==> src/rtl/ctrl_pkg.sv <==
// ctrl_pkg: opcode, mode, ULA and RDM-source codes plus strobe-word helpers for control_sequencer
package ctrl_pkg;
    localparam int T_MIN = 10;
    localparam int OP_NOP = 0, OP_STA = 1, OP_LDA = 2, OP_ADD = 3, OP_SUB = 4, OP_AND = 5,
                   OP_OR = 6, OP_NOT = 7, OP_J = 8, OP_JN = 9, OP_JZ = 10, OP_IN = 11,
                   OP_OUT = 12, OP_SHR = 13, OP_SHL = 14, OP_HLT = 15;
    localparam logic [1:0] MODE_DIR = 2'b00, MODE_IND = 2'b01, MODE_IM = 2'b10;
    localparam logic [1:0] RDM_MEM = 2'b00, RDM_AC = 2'b01, RDM_IN = 2'b10;
    typedef enum logic [2:0] {
        ULA_ADD, ULA_SUB, ULA_AND, ULA_OR, ULA_NOT, ULA_SHR, ULA_SHL, ULA_PASSB
    } ulaOp_t;
    typedef struct packed {
        logic writeAc, writePc, writeN, writeZ, writeMem, writeRdm, writeRi, writeOut, writeRem;
        logic selRem, incPc;
        logic [1:0] selRdm;
        ulaOp_t opUla;
    } ctrlWord_t;
    function automatic ulaOp_t ulaFor(input int op);
        return op == OP_ADD ? ULA_ADD : op == OP_SUB ? ULA_SUB : op == OP_AND ? ULA_AND :
               op == OP_OR  ? ULA_OR  : op == OP_NOT ? ULA_NOT : op == OP_SHR ? ULA_SHR :
               op == OP_SHL ? ULA_SHL : ULA_PASSB;
    endfunction
    function automatic ctrlWord_t execWord(input ulaOp_t u);
        ctrlWord_t w;
        w = '0;
        w.writeAc = 1'b1;
        w.writeN = 1'b1;
        w.writeZ = 1'b1;
        w.opUla = u;
        return w;
    endfunction
    // Final step of a memory-operand instruction: STA stores, everything else loads AC/N/Z.
    function automatic ctrlWord_t memExec(input int op);
        ctrlWord_t w;
        w = '0;
        w.writeMem = 1'b1;
        return op == OP_STA ? w : execWord(ulaFor(op));
    endfunction
endpackage

==> src/rtl/control_sequencer_step_counter.sv <==
// step_counter: one-hot rotating step vector with hold and clear-to-T0
module step_counter #(
    parameter int NUM_T = 10
) (
    input  logic             clk,
    input  logic             rst,
    input  logic             clear,
    input  logic             advance,
    output logic [NUM_T-1:0] tState
);
    always_ff @(posedge clk)
        if (rst || clear) tState <= NUM_T'(1);
        else if (advance) tState <= {tState[NUM_T-2:0], tState[NUM_T-1]};
endmodule

==> src/rtl/control_sequencer.sv <==
// control_sequencer: step counter + opcode/mode/flag decode into datapath strobes
// CTRL_SINGLE_STEP_EN: when defined, steps advance only in cycles with step=1.
module control_sequencer
    import ctrl_pkg::*;
#(
    parameter int OPC_W = 4,
    parameter int NUM_T = 10
) (
    input  logic             clk,
    input  logic             rst,
    input  logic [OPC_W-1:0] opcode,
    input  logic [1:0]       mode,
    input  logic             flag_n,
    input  logic             flag_z,
    input  logic             mem_rdy,
    input  logic             step,
    output logic             write_ac,
    output logic             write_pc,
    output logic             write_n,
    output logic             write_z,
    output logic             write_mem,
    output logic             write_rdm,
    output logic             write_ri,
    output logic             write_out,
    output logic             write_rem,
    output logic             sel_rem,
    output logic             inc_pc,
    output logic [1:0]       sel_rdm,
    output logic [2:0]       op_ula,
    output logic             mem_req,
    output logic [NUM_T-1:0] t_state,
    output logic             halted
);
    if (NUM_T < T_MIN) begin : gBadNumT
        $error("control_sequencer: NUM_T must be at least T_MIN");
    end
    int op;
    logic isSta, operand, jump, jCond, last, halt, memStep, adv;
    ctrlWord_t cw, word;
    assign op = int'(opcode);
    assign isSta = op == OP_STA;
    assign operand = op >= OP_STA && op <= OP_OR && mode != 2'b11;
    assign jCond = op == OP_JN || op == OP_JZ;
    assign jump = op == OP_J || (op == OP_JN && flag_n) || (op == OP_JZ && flag_z);
    always_comb begin
        cw = '0;
        last = 1'b0;
        halt = 1'b0;
        if (t_state[0]) cw.writeRem = 1'b1;
        if (t_state[1]) begin
            cw.writeRdm = 1'b1;
            cw.incPc = 1'b1;
        end
        if (t_state[2]) cw.writeRi = 1'b1;
        if (t_state[3]) begin
            if (op == OP_HLT) halt = 1'b1;
            else if (operand || jump) cw.writeRem = 1'b1;
            else if (jCond) begin
                cw.incPc = 1'b1;
                last = 1'b1;
            end else if (op == OP_NOT || op == OP_SHR || op == OP_SHL) begin
                cw = execWord(ulaFor(op));
                last = 1'b1;
            end else if (op == OP_IN) begin
                cw.writeRdm = 1'b1;
                cw.selRdm = RDM_IN;
            end else begin
                cw.writeOut = op == OP_OUT;
                last = 1'b1;
            end
        end
        if (t_state[4]) begin
            if (operand || jump) begin
                cw.writeRdm = 1'b1;
                cw.incPc = 1'b1;
                last = isSta && mode == MODE_IM;
            end else begin
                cw = execWord(ULA_PASSB);
                last = 1'b1;
            end
        end
        if (t_state[5]) begin
            if (jump) begin
                cw.writePc = 1'b1;
                last = 1'b1;
            end else if (mode == MODE_IM) begin
                cw = execWord(ulaFor(op));
                last = 1'b1;
            end else begin
                cw.writeRem = 1'b1;
                cw.selRem = 1'b1;
            end
        end
        if (t_state[6]) begin
            cw.writeRdm = 1'b1;
            cw.selRdm = isSta && mode == MODE_DIR ? RDM_AC : RDM_MEM;
        end
        if (t_state[7]) begin
            if (mode == MODE_DIR) begin
                cw = memExec(op);
                last = 1'b1;
            end else begin
                cw.writeRem = 1'b1;
                cw.selRem = 1'b1;
            end
        end
        if (t_state[8]) begin
            cw.writeRdm = 1'b1;
            cw.selRdm = isSta ? RDM_AC : RDM_MEM;
        end
        if (t_state[9]) begin
            cw = memExec(op);
            last = 1'b1;
        end
        if (t_state[NUM_T-1]) last = 1'b1;
    end
    assign memStep = (cw.writeRdm && cw.selRdm == RDM_MEM) || cw.writeMem;
`ifdef CTRL_SINGLE_STEP_EN
    assign adv = (!memStep || mem_rdy) && step;
`else
    logic unusedStep;
    assign unusedStep = step;
    assign adv = !memStep || mem_rdy;
`endif
    assign word = !rst && !halted && adv && !halt ? cw : '0;
    assign mem_req = !rst && !halted && memStep;
    assign {write_ac, write_pc, write_n, write_z, write_mem, write_rdm, write_ri, write_out,
            write_rem, sel_rem, inc_pc, sel_rdm, op_ula} = word;
    always_ff @(posedge clk)
        if (rst) halted <= 1'b0;
        else if (halt && adv) halted <= 1'b1;
    step_counter #(.NUM_T(NUM_T)) uStepCounter (
        .clk(clk),
        .rst(rst),
        .clear(halted || (adv && (last || halt))),
        .advance(adv),
        .tState(t_state)
    );
endmodule

==> config.mk <==
export PLATFORM = sky130hd
export DESIGN_NAME = control_sequencer
export DESIGN_NICKNAME = d
export VERILOG_FILES = /design/src/rtl/ctrl_pkg.sv /design/src/rtl/control_sequencer_step_counter.sv /design/src/rtl/control_sequencer.sv
export SDC_FILE = /design/constraint.sdc
export NUM_CORES = 1
export LEC_CHECK = 0
export CAP_MARGIN = 0
export CORE_UTILIZATION = 60
export DETAILED_ROUTE_END_ITERATION = 16
export DONT_BUFFER_PORTS = 1
export PLACE_DENSITY = 0.74
export SLEW_MARGIN = 20
export SYNTH_ARGS = -nofsm -noshare
export SYNTH_HDL_FRONTEND = slang
export SYNTH_SLANG_ARGS = --single-unit
==> constraint.sdc <==
create_clock -name clk -period 11.5 [get_ports clk]
set_input_delay 3.45 -clock clk [delete_from_list [all_inputs] [get_ports clk]]
set_output_delay 3.45 -clock clk [all_outputs]
set_load 0.01 [all_outputs]
==> key figures, run 1 <==
Worst setup path
  – WP data arrival: 5.33 ns
  – Worst path required time: 8.05 ns
  – Crit Path Max Fanout: 6
  – Worst r2r src: uStepCounter.tState[4]
  – CP Launch Type: input port
  – FF-to-FF path depth: 6
  – Critical path origin: mode[0]
  – CP Class: input port to output port
  – R2R setup slack: 9.03 ns
  – Critical Path Sink Type: output port
  – Reg-to-Reg End: uStepCounter.tState[9]

Pwr
  – Power Dens Cells: 82.84 nW/um^2
  – Pleak: 0.3789 nW
  – Comb power frac: 0.281
  – Clock power frac: 0.252
  – Switching power: 0.03068 mW
  – Total power: 0.09494 mW
  – Flop pwr share: 0.466
  – Sw Share: 0.3231
  – Peak supply drop: 0.06007 mV
  – Int Power: 0.06427 mW

Synthesis
  – Gate Count Post-Synth: 155
  – Mapped Area: 1134 sq um
  – Most frequent cell after synthesis: nor2_1
  – Synth area leaders: dfxtp_1 19%, nor2_1 7.6%, a22o_1 7.0%, a21oi_1 4.4%, nand2_1 3.3%
  – Count of cell types in the netlist: 48
  – Mapped Nets: 167
  – Most used flip-flop cell after synthesis: dfxtp_1
  – Mapped Avg Cell Area: 7.313 sq um
  – Yosys synthesis warning count: 0
  – Area share of the largest cell type after synthesis: 0.1943
  – Seq cells post-synth: 11
  – EDFF count, synth: 0
  – Post-synth top area cell: dfxtp_1
  – Post-synth top cells: 23 x nor2_1, 11 x dfxtp_1, 10 x a21oi_1, 10 x nand2_1, 9 x a22o_1
  – Seq/Total Area, Yosys: 0.1943
  – Post-synthesis async set-or-reset flop share: 0

STA
  – Unrepaired setup endpoints after global routing: no
  – Fin Setup TNS: 0 ns
  – Min Clock Period, post-route: 8.778 ns
  – Worst Tran Pin Value: 0.6666 ns
  – Setup-failing EPs final: 0
  – Slew HR: 0.5509
  – Fin Clk Skew: 0.0009008 ns
  – F_max: 113.9 MHz
  – Hold_ws: 0.5485 ns
  – Hold Fails Final Rpt: 0
  – Slew Limit Fails: 0
  – Crit share post-route: 0.7633

Detailed routing
  – DRC marker count from the first detailed-route iteration: 56
  – Via count: 1174
  – Post-DRT Antenna Nets: 0
  – Vias/cell: 6.709
  – Remaining DRCs: 0
  – Initial DRT Pass Iterations: 4
  – Routed Wire Length: 2912 um
  – Avg WL per Cell: 16.64 um

CTS
  – CTS tree: built
  – Clock Sinks: 11
  – Reg clk slew, reported paths: 0.06 ns
  – CTS Buf Count: 3
  – Clock Tree Root: clkbuf_4
  – Clock buffer depth: 2
  – Post-CTS Hold Fix Bufs: 0
  – Clock latency at the later pin of the worst-skew pair: 0.25 ns
  – Cts repair resizes: 0
  – Htree depth: 1
  – Post-CTS setup buffers: 0

Place
  – Placed cells: 171
  – Dpl hpwl: 2228 um
  – Number of I/O port buffers: 0
  – Area of placed instances: 1120 sq um
  – Placer Congestion: 0.9339

Worst hold path
  – Hold-critical path depth: 2
  – Worst hold path type: register to register
  – Worst Hold Launch: uStepCounter.tState[0]
  – End of the worst hold path: uStepCounter.tState[0]

Final layout
  – Fraction of layout cells with a size suffix above 1: 0.1067
  – Diodes inserted: 0
  – Finished Layout Cells: 175
  – Synth-to-layout area growth: 1.104%
  – Fin nets: 163
  – Final instance area: 1146 sq um

Die
  – Initial Util: 0.6495
  – Core area: 1745 sq um
  – Row count: 15
  – Chip Width: 45.47 um
  – Die Span Y: 45.47 um
  – Die ar.: 2067 sq um
  – IO Pins: 40

Outcome
  – Status: finished, final reports clean

Flow run
  – Max_cap viols: 0

Global routing
  – First-pass GRT wire length: 4409 um
  – Largest net degree at the start of global routing: 17
  – Number of global-route vias before repair: 950
  – Initial antenna violation count: 0
  – GRT Resource Usage Total: 0.2856
  – Grt ovf: 0
## logic make-up (layout without fill, tap and decap cells)
kind of cell    count (synthesis)  in the layout  share of synthesized area
compound gates                 52             52                     0.3587
xor+xnor                        3              3                    0.02318
simple gates                   72             72                     0.3543
flops                          11             11                     0.1943
buf+inv                        17             12                    0.06954
## routing by layer
| layer | wire length, um | share of wire | global-route usage |
|---|---|---|---|
| met2 | 1351 | 0.46 | 0.4371 |
| met3 | 322 | 0.11 | 0.05556 |
| met5 | 0 | 0 | 0 |
| met4 | 12 | 0.0041 | 0.06667 |
| met1 | 1226 | 0.42 | 0.4092 |
## worst max-delay path by stage
stage | endpoint | slack, ns | depth (start not counted)
3_3_place_gp | write_ri | 2.75 | 6
6_report | write_ri | 2.72 | 6
4_1_cts | write_ri | 2.74 | 6
2_1_floorplan | write_n | 2.71 | 7
5_1_grt | write_ri | 2.57 | 6
3_5_place_dp | write_ri | 2.75 | 6
## stage by stage
| step | util | setup slack [ns] |
|---|---|---|
| after floorplan | - | 2.714 |
| after global placement | 0.6416 | 2.755 |
| after detailed placement | 0.6416 | 2.751 |
| after CTS | 0.6566 | 2.740 |
| after global routing | 0.6566 | 2.574 |
| final | 0.6566 | 2.722 |
## cells in the final DEF, fill, tap and decap left out, types with 3 or more instances in the layout
cell,count
dfxtp_1,11
inv_1,7
nor3_1,7
o31ai_1,3
nand2b_1,3
o21a_1,4
clkbuf_4,3
o21ai_0,6
nor2b_1,6
a22o_1,9
a31oi_1,3
nor2_1,23
nand2_1,10
a211oi_1,3
o211ai_1,3
nor3b_1,3
a21oi_1,10
## sequential cells by signal, summed over array words and instances, names as in the netlist
register / cells
uStepCounter.tState: 10
halted: 1
## power by group through the flow
stage / sequential [mW] / combinational (mW) / clock (mW)
after floorplan: 0.0437 / 0.0250 / 0
after global placement: 0.0449 / 0.0258 / 0
after detailed placement: 0.0450 / 0.0264 / 0
after CTS: 0.0442 / 0.0266 / 0.0246
after global routing: 0.0445 / 0.0296 / 0.0269
final: 0.0443 / 0.0267 / 0.0239
## final cells by class
type | instances | area, sq um
Sequential cell | 11 | 220.2
Multi-Input combinational cell | 127 | 834.6
Timing Repair Buffer | 1 | 7.507
Clock buffer | 4 | 26.28
Inverter | 7 | 26.28
Fill cell | 183 | 599.3
Tap cell | 25 | 31.28
## worst max-delay path, cell delays in order
cell and delay (ns):
nand2b_1 0.17, or2_2 0.34, a22oi_2 0.37, a2111oi_4 0.17, nand2b_1 0.28, nor4_1 0.54
No activity file was read; power rests on OpenSTA's default activity.
==> inputs of run 2 (changes only) <==
==> constraint.sdc (replaced) <==
create_clock -name clk -period 8.4 [get_ports clk]
set_input_delay 2.52 -clock clk [delete_from_list [all_inputs] [get_ports clk]]
set_output_delay 2.52 -clock clk [all_outputs]
set_load 0.01 [all_outputs]
==> run 2 against run 1 <==
Effect of this change: via count unchanged; worst hold slack got worse by 0.00067 ns; clock skew increased by 0.00063 ns; clock power increased by 38%; register-to-register slack got worse by 3.1 ns; critical path depth unchanged.
==> key figures, run 2 (synthesis gave the netlist of run 1 again) <==
STA
  – Final setup margin: 1.465 ns (was 2.722 ns)
  – Setup-failing EPs final: 0 (unchanged)
  – F_max: 144.2 MHz
  – Worst Tran Pin Value: 0.6731 ns (was 0.6666 ns)
  – Fin Setup TNS: 0 ns (unchanged)
  – Fin Clk Skew: 0.001527 ns (was 0.0009008 ns)
  – Hold_ws: 0.5479 ns (was 0.5485 ns)
  – Crit share post-route: 0.8256
  – Slew HR: 0.5465 (was 0.5509)
  – Slew Limit Fails: 0 (unchanged)
  – Unrepaired setup endpoints after global routing: no (unchanged)
  – Min Clock Period, post-route: 6.935 ns
  – Hold Fails Final Rpt: 0 (unchanged)

Final layout
  – Diodes inserted: 0 (unchanged)
  – Fraction of layout cells with a size suffix above 1: 0.1067 (unchanged)
  – Most frequent cells in the layout: 23 x nor2_1, 11 x dfxtp_1, 10 x nand2_1, 10 x a21oi_1, 9 x a22o_1 (unchanged)
  – Largest register FFs: 10 (unchanged)
  – Biggest regs: uStepCounter.tState (10), halted (1) (unchanged)
  – Synth-to-layout area growth: 1.104% (unchanged)
  – Fin nets: 163 (unchanged)
  – Biggest register: uStepCounter.tState (unchanged)
  – Commonest non-fill, non-tap cell in the layout: nor2_1 (unchanged)

Worst setup path
  – FF-to-FF path depth: 6 (unchanged)
  – Crit Path Max Fanout: 6 (unchanged)
  – CP Class: input port to output port (unchanged)
  – WP data arrival: 4.41 ns (was 5.33 ns)
  – CP Launch Type: input port (unchanged)
  – Worst r2r src: uStepCounter.tState[4] (unchanged)
  – R2R setup slack: 5.94 ns (was 9.03 ns)
  – CP max stage cell: nor4_1 (unchanged)
  – Reg-to-Reg End: uStepCounter.tState[7] (was uStepCounter.tState[9])
  – Critical path origin: mode[0] (unchanged)
  – Critical Path Sink Type: output port (unchanged)
  – Critical Path End: write_ri (unchanged)
  – Crit path cell chain: nand2b_1 > or2_2 > a22oi_2 > a2111oi_4 > nand2b_1 > nor4_1 (unchanged)
  – Worst path required time: 5.88 ns (was 8.05 ns)
  – Critical Path Most Common Cell: nand2b_1 (unchanged)
  – Slowest Stage Delay on Critical Path: 0.55 ns (was 0.54 ns)

Outcome
  – Status: finished, final reports clean (unchanged)

Detailed routing
  – Routed Wire Length: 2888 um (was 2912 um)
  – DRC marker count from the first detailed-route iteration: 60 (was 56)
  – Post-DRT Antenna Nets: 0 (unchanged)
  – Initial DRT Pass Iterations: 4 (unchanged)
  – Remaining DRCs: 0 (unchanged)
  – Via count: 1174 (unchanged)
  – Avg WL per Cell: 16.50 um (was 16.64 um)
  – Vias/cell: 6.709 (unchanged)

CTS
  – Cts repair resizes: 0 (unchanged)
  – Htree depth: 1 (unchanged)
  – Post-CTS Hold Fix Bufs: 0 (unchanged)
  – Reg clk slew, reported paths: 0.06 ns (about the same)
  – Clock Sinks: 11 (unchanged)
  – Clock latency at the later pin of the worst-skew pair: 0.25 ns (about the same)
  – CTS Buf Count: 3 (unchanged)
  – Clock buffer depth: 2 (unchanged)
  – Post-CTS setup buffers: 0 (unchanged)
  – Clock Tree Root: clkbuf_4 (unchanged)
  – CTS tree: built (unchanged)

Place
  – Dpl hpwl: 2234 um (was 2228 um)
  – Number of I/O port buffers: 0 (unchanged)
  – Post-Place Setup Slack: 1.506 ns (was 2.751 ns)
  – Placer Congestion: 0.9339 (unchanged)

Die
  – IO Pins: 40 (unchanged)
  – Die Span Y: 45.47 um (unchanged)
  – Row count: 15 (unchanged)
  – Chip Width: 45.47 um (unchanged)
  – Initial Util: 0.6495 (unchanged)
  – Die ar.: 2067 sq um (unchanged)
  – Core area: 1745 sq um (unchanged)

Flow run
  – Max_cap viols: 0 (unchanged)

Global routing
  – Number of global-route vias before repair: 996 (was 950)
  – Grt ovf: 0 (unchanged)
  – Initial antenna violation count: 0 (unchanged)
  – Largest net degree at the start of global routing: 17 (unchanged)
  – First-pass GRT wire length: 4395 um (was 4409 um)
  – GRT Resource Usage Total: 0.2837 (was 0.2856)

Worst hold path
  – Worst hold path type: register to register (unchanged)

Pwr
  – Pleak: 0.3789 nW (unchanged)
  – Peak supply drop: 0.08975 mV (was 0.06007 mV)
  – Power Dens Cells: 113.7 nW/um^2 (was 82.84 nW/um^2)
[run 2: worst max-delay path: cells and delay by family]
family | cells | cell delay [ns]
AO/OA/AOI/OAI | 2 | 0.56
AND/OR/NAND/NOR | 4 | 1.33
[run 2: worst min path at each step]
stage / startpoint / cells after the start / endpoint
CTS: uStepCounter.tState[0] / 2 / uStepCounter.tState[0]
finish: uStepCounter.tState[0] / 2 / uStepCounter.tState[0]
global placement: uStepCounter.tState[0] / 2 / uStepCounter.tState[0]
detailed placement: uStepCounter.tState[0] / 2 / uStepCounter.tState[0]
floorplan: uStepCounter.tState[0] / 2 / uStepCounter.tState[0]
global route: uStepCounter.tState[0] / 2 / uStepCounter.tState[0]
[run 2: layout make-up]
type                       instances  area [sq um]
timing repair buffer               1         7.507
multi-input combinational        127         834.6
fill                             170         599.3
clock buffer                       4         26.28
tap                               25         31.28
inverter                           7         26.28
sequential                        11         220.2
[run 2: metal layers]
| layer | up-vias | track usage | share of wire |
|---|---|---|---|
| li1 | 563 | - | - |
| met1 | 548 | 0.3961 | 0.44 |
| met2 | 57 | 0.4629 | 0.47 |
| met3 | 6 | 0.03968 | 0.084 |
| met4 | 0 | 0.05455 | 0.0083 |
| met5 | - | 0 | 0 |
[run 2: through the flow]
step           area (sq um)  power [mW]    util  std cells
5_1_grt                1146      0.1384  0.6566        175
6_report               1146      0.1303  0.6566        175
4_1_cts                1146      0.1305  0.6566        175
3_5_place_dp           1120     0.09772  0.6416        171
2_1_floorplan          1134     0.09403       -        155
3_3_place_gp           1120     0.09682  0.6416        171
[run 2: report_power, final]
group          internal (mW)  total, mW  leakage, nW  switching [mW]
Clock                 0.0183     0.0331       0.0150          0.0148
Sequential            0.0548     0.0605       0.0895         0.00564
Combinational         0.0149     0.0367        0.274          0.0218
